<file path="config.mk">
export PLATFORM = sky130hd
export DESIGN_NAME = fp_norm_pipe
export DESIGN_NICKNAME = d
export VERILOG_FILES = /design/src/rtl/fp_norm_pkg.sv /design/src/rtl/fp_lzc.sv /design/src/rtl/fp_norm_pipe.sv
export SDC_FILE = /design/constraint.sdc
export NUM_CORES = 1
export LEC_CHECK = 0
export ABC_AREA = 1
export BUFFER_PORTS_ARGS = -buffer_cell sky130_fd_sc_hd__buf_2
export CAP_MARGIN = 20
export CORE_MARGIN = 3
export CORE_UTILIZATION = 64
export DETAILED_ROUTE_END_ITERATION = 8
export PLACE_DENSITY = 0.95
export SLEW_MARGIN = 0
export SYNTH_ARGS = -nofsm -noshare
export SYNTH_HDL_FRONTEND = slang
export SYNTH_SLANG_ARGS = --single-unit
</file>
<file path="constraint.sdc">
create_clock -name clk -period 5.6 [get_ports clk]
set_input_delay 1.12 -clock clk [delete_from_list [all_inputs] [get_ports clk]]
set_output_delay 1.12 -clock clk [all_outputs]
set_load 0.01 [all_outputs]
</file>
<file path="src/rtl/fp_norm_pkg.sv">
// Shared widths, helper functions and payload types for the FP normaliser.
package fp_norm_pkg;

  localparam int unsigned EXP_W_DEF = 8;
  localparam int unsigned SIG_W_DEF = 27;
  localparam int unsigned TAG_W_DEF = 4;

  // Width of the leading-zero count for a given significand width.
  function automatic int unsigned lz_width(input int unsigned sig_w);
    return $clog2(sig_w);
  endfunction

  // All-ones exponent (infinity / NaN encoding) for a given exponent width.
  function automatic int unsigned exp_max(input int unsigned exp_w);
    return (32'd1 << exp_w) - 32'd1;
  endfunction

  localparam int unsigned LZ_W    = lz_width(SIG_W_DEF);
  localparam int unsigned EXP_MAX = exp_max(EXP_W_DEF);

  // Stage-1 payload: captured inputs plus the leading-zero count.
  typedef struct packed {
    logic [SIG_W_DEF-1:0] sig;
    logic                 carry;
    logic [EXP_W_DEF-1:0] exp;
    logic [LZ_W-1:0]      lz;
    logic [TAG_W_DEF-1:0] tag;
  } norm_s1_t;

  // Stage-2 payload: normalised result presented downstream.
  typedef struct packed {
    logic [SIG_W_DEF-1:0] sig;
    logic [EXP_W_DEF-1:0] exp;
    logic [TAG_W_DEF-1:0] tag;
    logic                 zero;
    logic                 denorm;
    logic                 ovf;
  } norm_res_t;

endpackage

</file>
<file path="src/rtl/fp_lzc.sv">
// Parametrised leading-zero counter; returns SIG_W for an all-zero input.
module fp_lzc #(
  parameter int unsigned SIG_W = 27,
  parameter int unsigned LZ_W  = 5
) (
  input  logic [SIG_W-1:0] sig_i,
  output logic [LZ_W-1:0]  lz_c
);

  // Scan upward so the highest set bit determines the final count.
  always_comb begin
    lz_c = LZ_W'(SIG_W);
    for (int i = 0; i < SIG_W; i++) begin
      if (sig_i[i]) lz_c = LZ_W'(SIG_W - 1 - i);
    end
  end

endmodule

</file>
<file path="src/rtl/fp_norm_pipe.sv">
// Two-stage normaliser between the significand ALU and the rounding stage.
module fp_norm_pipe
  import fp_norm_pkg::*;
#(
  parameter int unsigned EXP_W = EXP_W_DEF,
  parameter int unsigned SIG_W = SIG_W_DEF,
  parameter int unsigned TAG_W = TAG_W_DEF
) (
  input  logic             clk,
  input  logic             rst_n,
  input  logic             flush,
  input  logic             in_valid,
  output logic             in_ready,
  input  logic [SIG_W-1:0] in_sig,
  input  logic             in_carry,
  input  logic [EXP_W-1:0] in_exp,
  input  logic [TAG_W-1:0] in_tag,
  output logic             out_valid,
  input  logic             out_ready,
  output logic [SIG_W-1:0] out_sig,
  output logic [EXP_W-1:0] out_exp,
  output logic [TAG_W-1:0] out_tag,
  output logic             out_zero,
  output logic             out_denorm,
  output logic             out_ovf
);

  localparam int unsigned LZW  = lz_width(SIG_W);
  localparam int unsigned EMAX = exp_max(EXP_W);
  localparam int unsigned XW   = EXP_W + 1;

  typedef struct packed {
    logic [SIG_W-1:0] sig;
    logic             carry;
    logic [EXP_W-1:0] exp;
    logic [LZW-1:0]   lz;
    logic [TAG_W-1:0] tag;
  } s1_t;

  typedef struct packed {
    logic [SIG_W-1:0] sig;
    logic [EXP_W-1:0] exp;
    logic [TAG_W-1:0] tag;
    logic             zero;
    logic             denorm;
    logic             ovf;
  } res_t;

  logic           s1_valid_q, s2_valid_q;
  s1_t            s1_q, s1_d;
  res_t           s2_q, res_d;
  logic [LZW-1:0] lz_c;
  logic           s2_load_c;
  logic [XW-1:0]  exp_x_c, exp_p1_c, lz_x_c;

  fp_lzc #(
    .SIG_W (SIG_W),
    .LZ_W  (LZW)
  ) u_lzc (
    .sig_i (in_sig),
    .lz_c  (lz_c)
  );

  assign s2_load_c = !s2_valid_q || out_ready;
  assign in_ready  = !flush && (!s1_valid_q || s2_load_c);

  assign s1_d = '{sig: in_sig, carry: in_carry, exp: in_exp, lz: lz_c, tag: in_tag};

  // Stage 1: capture the beat with its leading-zero count.
  always_ff @(posedge clk or negedge rst_n) begin
    if (!rst_n) begin
      s1_valid_q <= 1'b0;
      s1_q       <= '0;
    end else if (flush) begin
      s1_valid_q <= 1'b0;
    end else if (in_ready) begin
      s1_valid_q <= in_valid;
      if (in_valid) s1_q <= s1_d;
    end
  end

  // Widened exponent arithmetic so compare/subtract never wraps.
  assign exp_x_c  = XW'(s1_q.exp);
  assign exp_p1_c = exp_x_c + XW'(1);
  assign lz_x_c   = XW'(s1_q.lz);

  // Mode selection: carry, zero, exponent-zero, full shift, gradual underflow.
  always_comb begin
    res_d     = '0;
    res_d.tag = s1_q.tag;
    if (s1_q.carry) begin
      if (exp_p1_c >= XW'(EMAX)) begin
        res_d.ovf = 1'b1;
        res_d.exp = EXP_W'(EMAX);
      end else begin
        res_d.sig = {1'b1, s1_q.sig[SIG_W-1:2], s1_q.sig[1] | s1_q.sig[0]};
        res_d.exp = exp_p1_c[EXP_W-1:0];
      end
    end else if (s1_q.sig == '0) begin
      res_d.zero = 1'b1;
    end else if (s1_q.exp == '0) begin
      res_d.sig = s1_q.sig;
      if (s1_q.sig[SIG_W-1]) res_d.exp = EXP_W'(1);
      else                   res_d.denorm = 1'b1;
    end else if (lz_x_c < exp_x_c) begin
      res_d.sig = s1_q.sig << s1_q.lz;
      res_d.exp = EXP_W'(exp_x_c - lz_x_c);
    end else begin
      res_d.sig    = s1_q.sig << (s1_q.exp - EXP_W'(1));
      res_d.denorm = 1'b1;
    end
  end

  // Stage 2: hold the result stable until downstream takes it.
  always_ff @(posedge clk or negedge rst_n) begin
    if (!rst_n) begin
      s2_valid_q <= 1'b0;
      s2_q       <= '0;
    end else if (flush) begin
      s2_valid_q <= 1'b0;
    end else if (s2_load_c) begin
      s2_valid_q <= s1_valid_q;
      if (s1_valid_q) s2_q <= res_d;
    end
  end

  assign out_valid  = s2_valid_q;
  assign out_sig    = s2_q.sig;
  assign out_exp    = s2_q.exp;
  assign out_tag    = s2_q.tag;
  assign out_zero   = s2_q.zero;
  assign out_denorm = s2_q.denorm;
  assign out_ovf    = s2_q.ovf;

endmodule

</file>
==> out/results.ini <==
[drt]
wl_met3_um=2240
dr_wl_met2_um=7860
first_iter_violations=882
drc=0
ant_nets=0
highest_layer=met4
wire_per_inst_um=16.3
first_pass_iters=6
vias_per_cell=6.07
dr_total_vias=6892
totalWireLength_um=18500
met1Wirelength_um=7830

[clock_tree]
cts.sinks=89
cts-root-buf=clkbuf_8
cts_buffers=9
clk_pin_slew_ns=0.09
hold_buffers=0
ctsResizeCount=0
cts_max_path_buffers=2
htree_levels=3
cts_tree=done
clk_latency_ns=0.37
post_cts_buffers=0

[die]
start_util=0.668
top_level_ports=89
die_x_um=108
core_area_um2=9910
fp-row-count=36
die_y_um=108
fp.dieArea_um2=11600

[logic_synthesis]
ys.warnings.count=0
synth_top_area_frac=0.336
synth.most_common_cell=nand2_1
synthCells=946
syn_area_per_cell_um2=7.00
ys_types=46
synth_area_leaders=dfrtp_1, nand2_1, nand3_1, o21ai_0, a21oi_1
syn_area_um2=6620
synth_top_area_cell=dfrtp_1
ys_seq_area_frac=0.336
synth_edf_count=0
ys.flop_type=dfrtp_1
async_flop_share=1.00
yosys-top-cells-count=nand2_1, nand3_1, dfrtp_1
yosys_register_bits=89
synthesis.nets=1001

[cells_and_area]
drive_gt1_frac=0.158
diodes=0
syn2layout_area_growth_pct=7.42
nNetsFinal=1052
final_util=0.718

[timing]
hold_violations=0
setup_tns_ns=0
timing.final.crit_share=0.705
worst_slew_pin_slew_ns=0.979
rsz0062_at_grt=false
finalMaxSlewViolations=0
fmax_mhz=253
fin_skew_ns=0.00909
setup_violations=0
period_minus_slack_ns=3.95
relSlewSlack=0.345

[run]
cap_viol_max_count=0

[pwr]
vdd_ir_drop_max_mv=0.161
p_leak_nw=3.57
total_power_mw=2.74
p_per_area_nw_per_um2=385

[placement]
place.gp.congestion=1.03
dp_hpwl_um=13800
port_buffers=88

[global_route]
gr-total-overflow=0
grt_max_degree=58
antenna_found_initial=0
track_usage=0.328
grt_pass1_vias=6083
grt_pass1_wl_um=30100

[min_path]
hp-class=reg2reg
min_path_cells=2

[worst_setup_path]
path_depth=17
cp-start-kind=flop
crit_path_end_kind=flop
slowest_stage=dfrtp_1
crit_path_cell_trace=inv_1 > ha_1 > fa_1 > nor2_2 > nor2_1 > o211ai_2 > nand2_4 > o21ai_4 > buf_4 > inv_2 > nand2_1 > nand3_2 > o21ai_1 > nand3_1 > nand2_1 > o211ai_1 > a21oi_1
worstPathRequired_ns=5.90
max_stage_delay_ns=0.42
crit_family=compound AO/OA/AOI/OAI gates
path_common_cell=nand2_1
worst-r2r-cell-count=17
cp_num_buf_inv=3
path_max_fanout=43
cp.arrival_ns=4.25
criticalPathCategory=reg2reg

[status]
outcome=finished, final reports clean

## final timing paths
path | endpoint | start | slack, ns
max | out_sig[5]$_DFFE_PN0P_ | exp_x_c[0]$_DFFE_PN0P_ | 1.65
max reg2reg | out_sig[5]$_DFFE_PN0P_ | exp_x_c[0]$_DFFE_PN0P_ | 1.65
max in group asynchronous | out_sig[22]$_DFFE_PN0P_ | rst_n | 3.85
min reg2reg | out_ovf$_DFFE_PN0P_ | out_ovf$_DFFE_PN0P_ | 0.48
min | out_ovf$_DFFE_PN0P_ | out_ovf$_DFFE_PN0P_ | 0.48
min in group asynchronous | res_d[5]$_DFFE_PN0P_ | rst_n | 0.70
## per-stage QoR
step,setup slack [ns],hold slack (ns),cells,area [um2]
2_1_floorplan,2.75,0.496,946,6620
3_3_place_gp,1.87,0.458,1119,6880
3_5_place_dp,1.77,0.461,1119,6880
4_1_cts,1.75,0.484,1135,7120
5_1_grt,1.36,0.502,1135,7120
6_report,1.65,0.481,1135,7120
## kinds of logic after synthesis
family,Yosys count,synth area share
buf+inv,143,0.111
flops,89,0.336
fa+ha+maj,10,0.0200
simple gates,486,0.325
compound gates,205,0.189
xor+xnor,13,0.0183
## placed cells by master (no fill, tap or decap), types with 5 or more instances in the layout
master	n
a21oi_1	57
a31oi_1	7
buf_2	87
buf_4	7
clkbuf_8	9
dfrtp_1	89
ha_1	9
inv_1	76
inv_2	10
nand2_1	239
nand3_1	144
nand4_1	6
nor2_1	64
nor4_1	6
o211ai_1	34
o21ai_0	72
o21ai_1	16
o21ai_4	5
xor2_1	11
## where the power goes
part	switching [mW]	internal (mW)
logic	0.857	0.446
clock network	0.228	0.297
registers	0.133	0.775
## worst register-to-register path: cells and delay by family, from the launching register on
family / cells / cell delay [ns]
flops: 1 / 0.42
simple gates: 7 / 0.90
buf+inv: 3 / 0.85
compound gates: 5 / 1.03
fa+ha+maj: 2 / 0.69
## routing by layer
layer / vias to the layer above / track usage
met5: - / 0
met4: 0 / 0.124
met3: 64 / 0.0534
met2: 440 / 0.487
met1: 3109 / 0.480
li1: 3279 / -
## final cells by class
| cell class | count | area (um2) |
|---|---|---|
| repair buffers | 94 | 488 |
| flip-flops and latches | 89 | 2230 |
| clock inverters | 5 | 104 |
| multi-input cells | 714 | 3660 |
| fillers | 845 | 2790 |
| inverters | 89 | 337 |
| clock buffers | 11 | 131 |
| well taps | 133 | 166 |
## sequential cells by signal (all words and copies together), names as in the netlist
signal / flops
s1_q: 28
out_sig: 27
exp_x_c: 8
out_exp: 8
lz_x_c: 5
out_tag: 4
res_d: 4
out_denorm: 1
out_ovf: 1
out_valid: 1
out_zero: 1
s1_valid_q: 1
(Power assumes the default switching activity.)
